**config.mk**
```make
export PLATFORM = sky130hd
export DESIGN_NAME = frac_lutk_arith_shadow_cfg
export DESIGN_NICKNAME = d
export VERILOG_FILES = /design/src/rtl/frac_lutk_arith_shadow_cfg.sv
export SDC_FILE = /design/constraint.sdc
export NUM_CORES = 1
export LEC_CHECK = 0
export ABC_CLOCK_PERIOD_IN_PS = 5100
export BUFFER_PORTS_ARGS = -buffer_cell sky130_fd_sc_hd__buf_2
export CORE_AREA = 5 5 62 64
export CTS_CLUSTER_DIAMETER = 60
export CTS_CLUSTER_SIZE = 12
export DETAILED_ROUTE_END_ITERATION = 10
export DIE_AREA = 0 0 67 69
export PLACE_DENSITY = 0.76
export SLEW_MARGIN = 20
export SYNTH_ARGS = -nofsm -noshare
export SYNTH_HDL_FRONTEND = slang
export SYNTH_SLANG_ARGS = --single-unit
```
**constraint.sdc**
```tcl
create_clock -name prog_clk -period 5.1 [get_ports prog_clk]
set_clock_uncertainty 0.2 [all_clocks]
set_input_delay 1.02 -clock prog_clk [delete_from_list [all_inputs] [get_ports prog_clk]]
set_output_delay 1.02 -clock prog_clk [all_outputs]
set_load 0.03 [all_outputs]
```
**src/rtl/frac_lutk_arith_shadow_cfg.sv**
```systemverilog
// K-input fractional LUT / arith logic element with a shadow-buffered config chain.
// Datapath is combinational from the committed copy; config commits on the config_enable falling edge.
module frac_lutk_arith_shadow_cfg #(
  parameter int K         = 4,
  parameter int MODE_BITS = 2,
  parameter int CHAIN_W   = 1
) (
  input  logic               prog_clk,
  input  logic               pReset,
  input  logic               config_enable,
  input  logic [CHAIN_W-1:0] ccff_head,
  output logic [CHAIN_W-1:0] ccff_tail,
  input  logic [K-1:0]       frac_in,
  input  logic               cin,
  output logic [1:0]         lut_out,
  output logic               cout,
  output logic               cfg_valid,
  output logic               cfg_error
);

  localparam int TT = 1 << K;
  localparam int N  = TT + MODE_BITS;
  localparam int NS = N / CHAIN_W;
  localparam int CW = $clog2(NS + 1);
  localparam logic [CW-1:0] NS_C = CW'(NS);

  generate
    if (K < 3 || K > 6) begin : g_bad_k
      $error("frac_lutk_arith_shadow_cfg: K must be in 3..6");
    end
    if (MODE_BITS != 2) begin : g_bad_mode
      $error("frac_lutk_arith_shadow_cfg: MODE_BITS must be 2");
    end
    if ((N % CHAIN_W) != 0) begin : g_bad_chain
      $error("frac_lutk_arith_shadow_cfg: 2^K+MODE_BITS not divisible by CHAIN_W");
    end
  endgenerate

  logic [N-1:0]  sreg;
  logic [N-1:0]  sreg_nxt;
  logic [N-1:0]  act;
  logic [CW-1:0] cnt;
  logic          en_q;

  // New chunks enter at the top so the first-shifted chunk lands in sreg[CHAIN_W-1:0].
  generate
    if (CHAIN_W == N) begin : g_full
      assign sreg_nxt = ccff_head;
    end else begin : g_part
      assign sreg_nxt = {ccff_head, sreg[N-1:CHAIN_W]};
    end
  endgenerate

  assign ccff_tail = sreg[CHAIN_W-1:0];

  always_ff @(posedge prog_clk) begin
    if (pReset) begin
      sreg      <= '0;
      act       <= '0;
      cnt       <= '0;
      en_q      <= 1'b0;
      cfg_valid <= 1'b0;
      cfg_error <= 1'b0;
    end else begin
      en_q <= config_enable;
      if (config_enable) begin
        sreg <= sreg_nxt;
        if (!en_q) begin
          cnt       <= CW'(1);
          cfg_error <= 1'b0;
        end else if (cnt != NS_C) begin
          cnt <= cnt + CW'(1);
        end
      end else if (en_q) begin
        // Commit only a complete stream; a short one leaves the active copy intact.
        if (cnt == NS_C) begin
          act       <= sreg;
          cfg_valid <= 1'b1;
        end else begin
          cfg_error <= 1'b1;
        end
      end
    end
  end

  logic [TT-1:0] tt;
  logic [1:0]    mode;
  logic [K-2:0]  idx;
  logic          lo_bit;
  logic          hi_bit;

  assign tt     = act[TT-1:0];
  assign mode   = act[TT+1:TT];
  assign idx    = frac_in[K-2:0];
  assign lo_bit = tt[{1'b0, idx}];
  assign hi_bit = tt[{1'b1, idx}];

  always_comb begin
    lut_out = 2'b00;
    cout    = 1'b0;
    case (mode)
      2'b00: lut_out[0] = tt[frac_in];
      2'b01: lut_out = {hi_bit, lo_bit};
      2'b10: begin
        // Lower half generates, upper half propagates.
        lut_out = {hi_bit, hi_bit ^ cin};
        cout    = hi_bit ? cin : lo_bit;
      end
      default: begin
        lut_out = 2'b00;
        cout    = 1'b0;
      end
    endcase
  end

endmodule

```
==> key figures, run 1 <==
Run status
  – Status: complete, no violations

Synthesis
  – Synth Instances: 186
  – Commonest cells post-synth: dfxtp_1, nor2_1, mux2i_1
  – Fraction of the mapped netlist area in adder cells: between 3 and 4%
  – Largest family of logic cells by synthesized area: multiplexers
  – Synth Area in Compound Gates: under 10%
  – Syn Std Cell Area: 1890 um^2
  – Post-synthesis net count: ~200
  – Seq/Total Area, Yosys: about 47%
  – Simple-gate portion of the synthesized area: about 15%
  – Mux share of post-synthesis cell area: between 20% and 30%
  – Most used DFF post-synth: dfxtp_1
  – Leading post-synthesis cells by cell area: dfxtp_1, mux2i_1, nor2_1
  – Async S/R FF share, synth: 0%
  – Post-synthesis xor/xnor area fraction: less than 1%
  – Synth Register Bits: between 40 and 50
  – Share of the synthesized area in the top cell type: between 40% and 50%
  – Number of enable flip-flop cells after synthesis: 0
  – Top-count cell post-synth: dfxtp_1
  – Post-Syn Area per Cell: 10.1 um^2
  – Netlist cell types: 31
  – Area leader, netlist: dfxtp_1
  – Yosys warnings: 0

CTS
  – Setup bufs post-CTS: 0
  – Clk sinks: 44
  – PostCTS Resize Cnt: 0
  – CTS tree: done
  – Clk buf depth: 2
  – H-tree depth: 2
  – CTS Buf Count: 5
  – Hold Buf Count CTS: 0
  – Worst-path clk slew: ~0.11 ns
  – Clock latency at the later pin of the worst-skew pair: 0.35 ns
  – Root buffer cell: clkbuf_4

Critical path
  – Critical-path maximum fanout: 6
  – Critical path launch point type: input pin
  – Worst r2r src: cnt[0]
  – Critical-path cell list: buf_2, mux4_2, mux2_4, mux2_4, a31oi_1, buf_2
  – Worst R2R End: act[7]
  – CP max stage delay: ~0.5 ns
  – CP Capture Type: output pin
  – Family with the most delay on the worst path: multiplexers
  – Worst EP required: just under 4 ns
  – Worst path slowest cell: mux4_2
  – Worst reg-to-reg setup slack: around 2.6 ns
  – Cells on worst reg2reg path: 7
  – CP Data Arrival Time: 2.68 ns
  – Critical setup path kind: in2out
  – Crit path buffers/inverters: 2

Power and ir drop
  – Switching pwr: about 0.12 mW
  – Sequential Power Share: a little under two thirds
  – Logic pwr share: around 5.6%
  – Final Power: approximately 0.55 mW
  – Sw Share: roughly 22%
  – Peak VDD IR: roughly 0.00020 V
  – Clock Power Share: between 30% and 40%
  – LEAKAGE: between 0.9 and 1 nW
  – P per Cell Area: approximately 270 nW/um^2
  – Internal: around 0.43 mW

Global routing
  – Total grt overflow: 0
  – First-pass GRT wire length: just under 6000 um
  – Initial antenna violation count: 0
  – Vias in the first global route: between 1000 and 1500
  – Largest net degree at the start of global routing: 44
  – Overall global routing resource usage: ~16%

Detailed routing
  – Routed vias/inst: approximately 5.3
  – First drt pass iteration count: 4
  – ANT nets after route: 0
  – Via count: 1303
  – Iter 0 DRT Violations: 34
  – Residual DRC: 0
  – Post-Route WL: roughly 3300 um
  – DR WL/cell: ~14 um

STA
  – Post-route setup slack: approximately 1.2 ns
  – Peak Freq: approximately 0.26 GHz
  – Slew @ Worst Pin: slightly above 0.7 ns
  – Normalized max-slew margin: a little over half
  – Max Slew Vio Count: 0
  – Hold Violations, Final: 0
  – RSZ-0062 raised after global routing: false
  – Final worst-path cycle share: 76.5%
  – # setup viols final: 0
  – Setup TNS: 0 ns
  – Tmin final: between 3 and 4 ns

Flow run
  – Max Cap Viol: 0

Cells and area
  – Synth-to-Final Area Change: 7.76%
  – Antenna diode count: 0
  – Layout fillers: ~280
  – Finished Cell Area: between 2000 and 2500 um^2
  – Final nets: around 210
  – Fraction of layout cells with a size suffix above 1: roughly an eighth

Floorplan
  – Die height: slightly below 70 um
  – CORE AREA: approximately 3200 um^2
  – Die ar.: 4620 um^2
  – Initial Util: 58.3%
  – # rows: 21
  – Die extent in x: ~67 um
  – IO Pins: 15

Worst hold path
  – Hold Path End: cfg_valid
  – Worst min-delay path category: reg2reg
  – Worst Hold Launch: cfg_valid
  – Hold Path Depth: 2

Place
  – Dpl cell area: roughly 2000 um^2
  – IO Port Bufs: 14
  – Detailed placer's ending HPWL: approximately 2500 um
  – Gpl congestion: 0.832
  – Pre-CTS setup slack: ~1.2 ns
stage by stage:
stage          hold WS (ns)  utilization [%]  cells
2_1_floorplan         0.258                -    186
3_3_place_gp          0.235             60.7    235
3_5_place_dp          0.239             61.1    236
4_1_cts               0.260             62.9    244
5_1_grt               0.277             62.9    244
6_report              0.257             62.9    244
cell families after synthesis:
family,after synthesis
flops,44
buf+inv,16
xor+xnor,2
fa+ha+maj,6
compound gates,13
simple gates,61
mux,44
worst max path at each step:
stage / from / end / slack (ns) / cells past startpoint
final: frac_in[0] / lut_out[0] / 1.20 / 6
after detailed placement: frac_in[0] / lut_out[0] / 1.19 / 6
after floorplan: frac_in[0] / lut_out[0] / 1.10 / 5
after CTS: frac_in[0] / lut_out[0] / 1.19 / 6
after global placement: frac_in[0] / lut_out[0] / 1.21 / 6
after global routing: frac_in[0] / lut_out[0] / 1.11 / 6
worst min-delay path: cells and delay by family (launching register included):
kind,cells,cell delay [ns]
AO/OA/AOI/OAI,1,0.05
flip-flops,1,0.33
buffers and inverters,1,0.05
state kept, by name (all words and copies together) (netlist names):
signal,cells
cnt,5
cfg_error,1
en_q,1
sreg,18
act,18
cfg_valid,1
layout make-up:
| cell class | count | area (um^2) | share of cell area [%] |
|---|---|---|---|
| clock buffers | 8 | 58.8 | 2.89 |
| repair buffers | 15 | 81.3 | 4.00 |
| flip-flops and latches | 44 | 881 | 43.3 |
| well taps | 46 | 57.6 | 2.83 |
| inverters | 5 | 18.8 | 0.924 |
| multi-input cells | 126 | 935 | 46.0 |
power by group through the flow:
stage	clock network [mW]	registers [mW]	logic, mW
5_1_grt	0.192	0.349	0.0339
6_report	0.170	0.348	0.0309
4_1_cts	0.176	0.348	0.0310
2_1_floorplan	0	0.356	0.0237
3_3_place_gp	0	0.356	0.0296
3_5_place_dp	0	0.356	0.0309
layer usage:
layer / GRT usage, % / routed length (um)
met1: 18.5 / 1470
met2: 26.6 / 1670
met3: 5.52 / 155
met4: 5.41 / 38
met5: 0 / 0
placed cells by master, fill, tap and decap left out, types with 2 or more instances in the layout:
cell and count:
buf_2 14, nor2_1 41, a21oi_1 4, dfxtp_1 44
ha_1 6, nand4_1 2, nand3b_1 4, nand2_1 5
nand4b_1 2, xor2_1 2, clkbuf_1 2, nor2b_1 3
mux4_2 2, inv_1 5, mux2_4 2, clkbuf_4 5
mux2i_1 40
Power figures use the tool's default switching activity.
==> run 2, diff against run 1 <==
--- a/config.mk
+++ b/config.mk
@@ -5,14 +5,14 @@
 export SDC_FILE = /design/constraint.sdc
 export NUM_CORES = 1
 export LEC_CHECK = 0
-export ABC_CLOCK_PERIOD_IN_PS = 5100
+export ABC_CLOCK_PERIOD_IN_PS = 4000
 export BUFFER_PORTS_ARGS = -buffer_cell sky130_fd_sc_hd__buf_2
-export CORE_AREA = 5 5 62 64
+export CORE_AREA = 5 5 64 66
 export CTS_CLUSTER_DIAMETER = 60
 export CTS_CLUSTER_SIZE = 12
 export DETAILED_ROUTE_END_ITERATION = 10
-export DIE_AREA = 0 0 67 69
-export PLACE_DENSITY = 0.76
+export DIE_AREA = 0 0 69 71
+export PLACE_DENSITY = 0.71
 export SLEW_MARGIN = 20
 export SYNTH_ARGS = -nofsm -noshare
 export SYNTH_HDL_FRONTEND = slang
==> constraint.sdc (replaced) <==
create_clock -name prog_clk -period 4 [get_ports prog_clk]
set_clock_uncertainty 0.2 [all_clocks]
set_input_delay 0.8 -clock prog_clk [delete_from_list [all_inputs] [get_ports prog_clk]]
set_output_delay 0.8 -clock prog_clk [all_outputs]
set_load 0.03 [all_outputs]
==> run 2 against run 1 <==
Combinational power up 28%. Core utilization is 5.2 points lower. Sequential share of layout area about the same. Register-to-register slack got worse by 0.58 ns. Die area up 6.0%. Critical path type unchanged. Critical endpoint unchanged.
==> key figures, run 2 (synthesized netlist as in run 1, its figures left out) <==
Floorplan
  – IO Pins: 15
  – Initial Util: about 54%
  – # rows: 22
  – Die extent in x: between 60 and 70 um
  – CORE AREA: around 3500 um^2
  – Die height: 71 um
  – Die ar.: 4900 um^2

Critical path
  – Worst Setup EP: lut_out[0]
  – Worst Setup SP: frac_in[0]
  – Worst reg-to-reg setup slack: around 2.0 ns
  – Cells on worst reg2reg path: 7
  – Critical path launch point type: input pin
  – Critical-path maximum fanout: 6
  – Worst R2R End: act[8]
  – Worst r2r src: cnt[0]
  – CP Capture Type: output pin
  – Critical setup path kind: in2out
  – CP Data Arrival Time: roughly 2.5 ns
  – Worst EP required: 3.00 ns

Cells and area
  – Reg area: between 800 and 900 um^2
  – Final nets: 212
  – Fraction of layout cells with a size suffix above 1: approximately 14%
  – Biggest regs: act: 18 flops, sreg: 18 flops, cnt: 5 flops
  – Antenna diode count: 0
  – Fin util: about 58%
  – Most common cell after layout, fill and taps aside: dfxtp_1
  – Commonest cells after routing, fill and taps aside: dfxtp_1, nor2_1, mux2i_1
  – Synth-to-Final Area Change: 7.83%
  – Multi-input logic area: 935 um^2
  – Layout fillers: around 340
  – Final Non-Filler Cells: around 250

Place
  – Cells after DPL: around 240
  – IO Port Bufs: 14
  – Detailed placer's ending HPWL: roughly 2300 um
  – Pre-CTS setup slack: about 0.5 ns
  – Gpl congestion: slightly below 0.9

Detailed routing
  – Residual DRC: 0
  – ANT nets after route: 0
  – Iter 0 DRT Violations: 33
  – Via count: 1305
  – Post-Route WL: ~3100 um
  – First drt pass iteration count: 4
  – Routed vias/inst: roughly 5.3
  – DR WL/cell: around 13 um

CTS
  – Hold Buf Count CTS: 0
  – CTS Buf Count: 5
  – Setup bufs post-CTS: 0
  – PostCTS Resize Cnt: 0
  – H-tree depth: 2
  – Clk sinks: 44
  – Clock latency at the later pin of the worst-skew pair: between 0.3 and 0.4 ns
  – Worst-path clk slew: between 0.1 and 0.15 ns
  – CTS tree: done
  – Clk buf depth: 2
  – Root buffer cell: clkbuf_4

Power and ir drop
  – Final Power: between 0.6 and 0.7 mW
  – LEAKAGE: slightly below 1 nW
  – P per Cell Area: ~340 nW/um^2
  – Peak VDD IR: between 0.0002 and 0.00025 V

Global routing
  – Vias in the first global route: roughly 1200
  – Largest net degree at the start of global routing: 44
  – Initial antenna violation count: 0
  – Overall global routing resource usage: between 10% and 20%
  – Total grt overflow: 0
  – First-pass GRT wire length: 5400 um

STA
  – RSZ-0062 raised after global routing: false
  – # setup viols final: 0
  – Peak Freq: about 0.29 GHz
  – Normalized max-slew margin: around half
  – Post-route setup slack: around 0.52 ns
  – Setup TNS: 0 ns
  – Slew @ Worst Pin: between 0.7 and 0.8 ns
  – Tmin final: ~3.5 ns
  – Max Slew Vio Count: 0
  – Final worst-path cycle share: 87.0%
  – Hold Violations, Final: 0

Run status
  – Status: complete, no violations

Worst hold path
  – Hold Path Depth: 2
  – Worst min-delay path category: reg2reg

Flow run
  – Max Cap Viol: 0
[run 2: cell types whose count changed in the layout (fill, tap and decap cells not counted)]
cell	previous run	this run
clkbuf_1	2	0
clkinv_2	0	2
buf_4	0	1
buf_6	1	0
[run 2: area by class of cell]
type	count	area share, %
Tap cell	48	2.95
Timing Repair Buffer	15	3.82
Clock inverter	2	0.492
Sequential cell	44	43.3
Multi-Input combinational cell	126	46.0
Inverter	5	0.923
Clock buffer	6	2.52
[run 2: critical path: stages]
cell and delay (ns):
buf_2 0.19, mux4_2 0.52, mux2_4 0.31, mux2_4 0.30
a31oi_1 0.15, buf_2 0.21
[run 2: power breakdown]
group / switching (mW) / leakage (nW) / internal (mW) / total, mW
clock network: 0.131 / 0.0380 / 0.0838 / 0.214
registers: 0.00320 / 0.355 / 0.441 / 0.444
logic: 0.0243 / 0.583 / 0.0153 / 0.0396
[run 2: worst min path at each step]
| stage | start | endpoint | slack (ns) |
|---|---|---|---|
| 6_report | cfg_valid | cfg_valid | 0.26 |
| 3_3_place_gp | cfg_valid | cfg_valid | 0.23 |
| 3_5_place_dp | cfg_valid | cfg_valid | 0.24 |
| 2_1_floorplan | act[12] | act[12] | 0.26 |
| 4_1_cts | cfg_valid | cfg_valid | 0.27 |
| 5_1_grt | cfg_valid | cfg_valid | 0.28 |
[run 2: metal layers]
metal	global-route usage (%)	wire length, um
met5	0	0
met4	7.38	106
met3	4.97	143
met2	21.6	1420
met1	15.9	1460
[run 2: per-stage QoR]
step / hold WS [ns] / cell area [um^2]
2_1_floorplan: 0.258 / 1890
3_3_place_gp: 0.233 / 1970
3_5_place_dp: 0.242 / 1970
4_1_cts: 0.266 / 2030
5_1_grt: 0.282 / 2030
6_report: 0.260 / 2030
